===== config.mk =====
export PLATFORM = sky130hd
export DESIGN_NAME = seg7_scan_driver
export DESIGN_NICKNAME = d
export VERILOG_FILES = /design/src/rtl/seg7_pkg.sv /design/src/rtl/hex_to_seg7.sv /design/src/rtl/seg7_scan_driver.sv
export SDC_FILE = /design/constraint.sdc
export NUM_CORES = 1
export LEC_CHECK = 0
export BUFFER_PORTS_ARGS = -buffer_cell sky130_fd_sc_hd__buf_2
export CELL_PAD_IN_SITES_DETAIL_PLACEMENT = 0
export CELL_PAD_IN_SITES_GLOBAL_PLACEMENT = 1
export CORE_MARGIN = 2
export CORE_UTILIZATION = 40
export DETAILED_ROUTE_END_ITERATION = 6
export PLACE_DENSITY = 0.75
export RECOVER_POWER = 100
export SKIP_CTS_REPAIR_TIMING = 1
export SLEW_MARGIN = 15
export SYNTH_ARGS = -nofsm -noshare
export SYNTH_HDL_FRONTEND = slang
export SYNTH_SLANG_ARGS = --single-unit

===== constraint.sdc =====
create_clock -name clk -period 5.75 [get_ports clk]
set_input_delay 0.575 -clock clk [delete_from_list [all_inputs] [get_ports clk]]
set_output_delay 0.575 -clock clk [all_outputs]
set_load 0.005 [all_outputs]

===== src/rtl/seg7_pkg.sv =====
// Shared constants and types for the time-multiplexed 4-digit 7-segment driver.
package seg7_pkg;

  localparam int unsigned NUM_DIGITS = 4;
  localparam int unsigned NIB_W      = 4;
  localparam int unsigned IDX_W      = 2;
  localparam int unsigned VALUE_W    = NUM_DIGITS * NIB_W;
  localparam int unsigned SEG_W      = 7;

  localparam logic [SEG_W-1:0]      SEG_BLANK = 7'h7F;
  localparam logic [NUM_DIGITS-1:0] AN_OFF    = 4'hF;

  // Active-low {g,f,e,d,c,b,a} patterns for hex digits 0..F
  localparam logic [SEG_W-1:0] SEG_HEX [16] = '{
    7'h40, 7'h79, 7'h24, 7'h30, 7'h19, 7'h12, 7'h02, 7'h78,
    7'h00, 7'h10, 7'h08, 7'h03, 7'h46, 7'h21, 7'h06, 7'h0E
  };

  typedef struct packed {
    logic [NUM_DIGITS-1:0] an;
    logic [SEG_W-1:0]      seg;
    logic                  dp;
  } disp_t;

  localparam disp_t DISP_OFF = '{an: AN_OFF, seg: SEG_BLANK, dp: 1'b1};

endpackage


===== src/rtl/hex_to_seg7.sv =====
// Combinational nibble to active-low 7-segment pattern decoder.
module hex_to_seg7
  import seg7_pkg::*;
(
  input  logic [NIB_W-1:0] nibble,
  output logic [SEG_W-1:0] seg_c
);

  always_comb begin
    seg_c = SEG_HEX[nibble];
  end

endmodule


===== src/rtl/seg7_scan_driver.sv =====
// Scans a 16-bit value onto a common-anode 4-digit display with per-frame
// snapshot, leading-zero blanking, decimal points and whole-display blink.
module seg7_scan_driver
  import seg7_pkg::*;
#(
  parameter int unsigned DIGIT_TICKS  = 50000,
  parameter int unsigned BLINK_FRAMES = 128
) (
  input  logic                  clk,
  input  logic                  rst,
  input  logic [VALUE_W-1:0]    value,
  input  logic [NUM_DIGITS-1:0] dp_in,
  input  logic                  blank_lz,
  input  logic                  blink_en,
  output logic [NUM_DIGITS-1:0] an,
  output logic [SEG_W-1:0]      seg,
  output logic                  dp,
  output logic                  frame_start
);

  localparam int unsigned PW = (DIGIT_TICKS > 1) ? $clog2(DIGIT_TICKS) : 1;
  localparam int unsigned FW = (BLINK_FRAMES > 1) ? $clog2(BLINK_FRAMES) : 1;

  logic [PW-1:0]      presc;
  logic [IDX_W-1:0]   idx;
  logic [VALUE_W-1:0] snap;
  logic               phase;
  logic [FW-1:0]      frames;
  disp_t              disp_q;

  logic               tick;
  logic               boundary;
  logic [IDX_W-1:0]   idx_nx;
  logic [VALUE_W-1:0] snap_nx;
  logic               phase_nx;
  logic [FW-1:0]      frames_nx;
  logic [NIB_W-1:0]   nibble;
  logic [SEG_W-1:0]   seg_dec;
  logic               lz_off;
  logic               suppress;
  disp_t              disp_nx;

  hex_to_seg7 u_dec (
    .nibble (nibble),
    .seg_c  (seg_dec)
  );

  // Everything here describes the slot that becomes visible at the coming tick edge
  always_comb begin
    tick      = (presc == PW'(DIGIT_TICKS - 1));
    boundary  = tick && (idx == IDX_W'(NUM_DIGITS - 1));
    idx_nx    = idx + IDX_W'(1);
    snap_nx   = boundary ? value : snap;
    phase_nx  = phase;
    frames_nx = frames;
    if (boundary) begin
      if (frames == FW'(BLINK_FRAMES - 1)) begin
        frames_nx = '0;
        phase_nx  = ~phase;
      end else begin
        frames_nx = frames + FW'(1);
      end
    end
    nibble   = snap_nx[{idx_nx, 2'b00} +: NIB_W];
    lz_off   = blank_lz && (idx_nx != '0) && ((snap_nx >> {idx_nx, 2'b00}) == '0);
    suppress = lz_off || (blink_en && phase_nx);
    disp_nx  = DISP_OFF;
    if (!suppress) begin
      disp_nx.an  = ~(NUM_DIGITS'(1) << idx_nx);
      disp_nx.seg = seg_dec;
      disp_nx.dp  = ~dp_in[idx_nx];
    end
  end

  always_ff @(posedge clk or posedge rst) begin
    if (rst) begin
      presc       <= '0;
      idx         <= IDX_W'(NUM_DIGITS - 1);
      snap        <= '0;
      phase       <= 1'b0;
      frames      <= '0;
      disp_q      <= DISP_OFF;
      frame_start <= 1'b0;
    end else begin
      presc       <= tick ? '0 : presc + PW'(1);
      frame_start <= boundary;
      if (tick) begin
        idx    <= idx_nx;
        snap   <= snap_nx;
        phase  <= phase_nx;
        frames <= frames_nx;
        disp_q <= disp_nx;
      end
    end
  end

  assign an  = disp_q.an;
  assign seg = disp_q.seg;
  assign dp  = disp_q.dp;

endmodule


==> summary.txt <==
Largest net degree at the start of global routing -> 56
Residual DRC -> 0
Hold path endpoint -> frames[6]$_DFFE_PP0P_
Die Span Y -> 92.1 um
Post-route setup slack -> 919 ps
WL/cell -> 14.4 um
Hold path depth -> 1
Total negative slack -> 0 ps
Fin crit share -> 84.0%
Vias in the first global route -> 2,054
Share of the yosys chip area belonging to registers -> 44.9%
Unique cell type count in the Yosys netlist -> 53
Dpl hpwl -> 4370 um
Worst setup EP type -> flip-flop
Top_reg_cell synth -> dfrtp_1
Arr. time, crit path -> 5060 ps
RSZ-0062 raised after global routing -> false
P_leak -> 1.56 nW
Vias -> 2,094
Initial DRC count -> 53
Reg2Reg Depth -> 13
P&R area growth vs syn -> 10.4%
Post-route ant nets -> 0
Fill count -> 761
Number of enable flip-flop cells after synthesis -> 0
Switching part of the total -> 22.2%
Minimum clock period -> 4830 ps
Sequential share of power -> 60.9%
CP required -> 5980 ps
Ports -> 37
Vias per inst -> 5.17
Max Fclk -> 207 MHz
Final hold violations -> 0
Status -> complete, but fails checks
Logic pwr share -> 3.9%
Power Dens Cells -> 186 mW/mm^2
Drt pass-1 iters -> 4
Ranking of synthesized cells by area -> dfrtp_1, dfstp_2, mux2_2, mux4_2, ha_1
Mapped Area -> 0.00310 mm^2
Worst r2r dst -> an[2]$_DFFE_PP1N_
R2R Path Start -> presc[11]$_DFF_PP0_
Slew Viols, Final -> 70
IO buf count -> 36
Clk pwr share -> 35.3%
Row cnt -> 32
Pre-CTS setup slack -> 1170 ps
Area leader, netlist -> dfrtp_1
Worst Clk Skew -> 6.61 ps
Clk slew on worst S/H paths -> 100 ps
CP Max Fanout -> 11
Relative slew slack -> -90.1%
Ys Warns -> 0
Antenna diode count -> 0
Internal power -> 0.495 mW
First-pass GRT wire length -> 10,100 um
Post-synth top area share -> 33.1%
Share of cells above drive strength 1 -> 31.7%
Clk sinks -> 55
CTS H-Tree Depth -> 2
GR Overflow Total -> 0
Yosys reg bits -> 55
Max Root-Sink Buffers -> 2
Worst-Skew Late Latency -> 300 ps
Layout Utilization -> 45.0%
Final GP Congestion -> 0.828
Number of antenna violations at the first check in global routing -> 0
Actual slew at the worst max-slew pin -> 2850 ps
Post-Syn Area per Cell -> 11.7 um^2
Core ar. -> 0.00761 mm^2
CTS root buf -> clkbuf_8
Net Count, Synth -> 302
Gr usage total -> 14.8%
Worst hold path type -> flip-flop to flip-flop
Async SR Flop Fraction -> 100%
Sw power -> 0.141 mW
Gate Count Post-Synth -> 265
Total power -> 0.637 mW
Die Wd -> 92.1 um
Initial Util -> 40.8%
Worst Hold Launch -> frames[6]$_DFFE_PP0P_
MaxCap Viol Count -> 2
CTS tree -> done
Setup crit start kind -> flip-flop
Setup violators final -> 0
Die area -> 0.00848 mm^2
Worst vdd ir -> 0.123 mV
Num CTS Buffers -> 5
FF-to-FF setup slack -> 920 ps
Nets -> 339
Critical setup path kind -> flip-flop to flip-flop
Failing checks -> max-capacitance violations, max-slew violations
Drt total wl -> 5840 um
Hold Slack -> 482 ps
## final cells by class
| type | instances | area, um^2 | share of cell area [%] |
|---|---|---|---|
| tap | 102 | 128 | 3.72 |
| clock buffer | 6 | 82.6 | 2.41 |
| multi-input combinational | 192 | 1580 | 46.2 |
| timing repair buffer | 41 | 198 | 5.77 |
| clock inverter | 2 | 16.3 | 0.475 |
| inverter | 7 | 26.3 | 0.767 |
| sequential | 55 | 1390 | 40.7 |
## flip-flops by register name, summed over array words and instances, names as in the netlist
signal       flops
idx              2
phase            1
seg              7
presc           16
dp               1
frame_start      1
frames           7
snap            16
an               4
## worst max-delay path: stages (launching register included)
cell and delay (ps):
dfrtp_1 430, or4b_1 620, nor4_4 680, clkbuf_1 410, mux4_2 380, mux2i_1 420
ha_1 290, nand3b_1 120, a2111oi_0 370, mux2_2 220, o311a_1 150, a32o_1 210
nor2_1 240, a21oi_1 220
## synth_stat cells (all sizes together), types with 2 or more instances
master	instances
dfrtp	41
nand4	4
or2	2
and3	5
nand3	7
nor4	5
o21ai	5
a22oi	3
mux2i	7
xor2	11
nor2b	3
xnor2	10
nor3	3
or4b	2
mux4	9
nand2	17
inv	6
dfstp	14
or4	2
o41ai	2
a21oi	12
nor2	30
mux2	22
clkbuf	5
ha	13
a2bb2oi	2
a2111oi	2
buf	6
## power by group through the flow
| stage | clock network (mW) | registers (mW) | logic [mW] |
|---|---|---|---|
| CTS | 0.235 | 0.388 | 0.0261 |
| global route | 0.249 | 0.388 | 0.0278 |
| floorplan | 0 | 0.395 | 0.0102 |
| global placement | 0 | 0.395 | 0.0262 |
| finish | 0.225 | 0.388 | 0.0246 |
| detailed placement | 0 | 0.395 | 0.0261 |
## worst max path at each step
stage	startpoint	endpoint	slack, ps	cells after the start
after floorplan	idx[0]$_DFFE_PP1N_	an[0]$_DFFE_PP1N_	1220	15
after global placement	idx[0]$_DFFE_PP1N_	an[2]$_DFFE_PP1N_	1320	12
after detailed placement	idx[0]$_DFFE_PP1N_	an[2]$_DFFE_PP1N_	1170	12
after CTS	idx[0]$_DFFE_PP1N_	an[2]$_DFFE_PP1N_	1140	12
after global routing	presc[11]$_DFF_PP0_	an[2]$_DFFE_PP1N_	520	13
final	presc[11]$_DFF_PP0_	an[2]$_DFFE_PP1N_	920	13
## cell usage in the layout (no fill, tap or decap), types with 3 or more instances in the layout
cell type | netlist | routed
nor3_1 | 3 | 3
dfstp_2 | 14 | 10
nand3_1 | 7 | 7
mux4_2 | 8 | 8
a21oi_2 | 10 | 10
nand4_1 | 4 | 4
nor4_1 | 4 | 4
dfstp_1 | 0 | 4
inv_1 | 6 | 6
nor2b_1 | 3 | 3
nor2_1 | 28 | 29
clkbuf_8 | 0 | 6
clkbuf_1 | 5 | 8
o21ai_0 | 4 | 4
mux2i_1 | 7 | 7
nand2_1 | 17 | 17
dfrtp_1 | 41 | 41
buf_2 | 3 | 32
mux2_2 | 22 | 22
and3_1 | 5 | 5
a22oi_1 | 3 | 3
xnor2_1 | 10 | 10
ha_1 | 13 | 13
xor2_1 | 10 | 11
## stage by stage
| stage | instance area [um^2] | std cells |
|---|---|---|
| finish | 3430 | 405 |
| global route | 3430 | 405 |
| CTS | 3470 | 405 |
| detailed placement | 3380 | 397 |
| global placement | 3380 | 397 |
| floorplan | 3100 | 265 |
## cells by family after synthesis
kind of cell / share of synthesized area, %
flip-flops: 44.9
AND/OR/NAND/NOR: 14.8
multiplexers: 16.9
AO/OA/AOI/OAI: 8.55
adder cells (fa/ha/maj): 5.24
buffers and inverters: 3.43
XOR/XNOR: 6.17
## metal layers
layer,track usage [%],share of wire (%)
met4,3.98,1.5
met1,21.4,51
met5,0,0
met2,22.9,44
met3,2.88,3.4
Power figures use the tool's default switching activity.
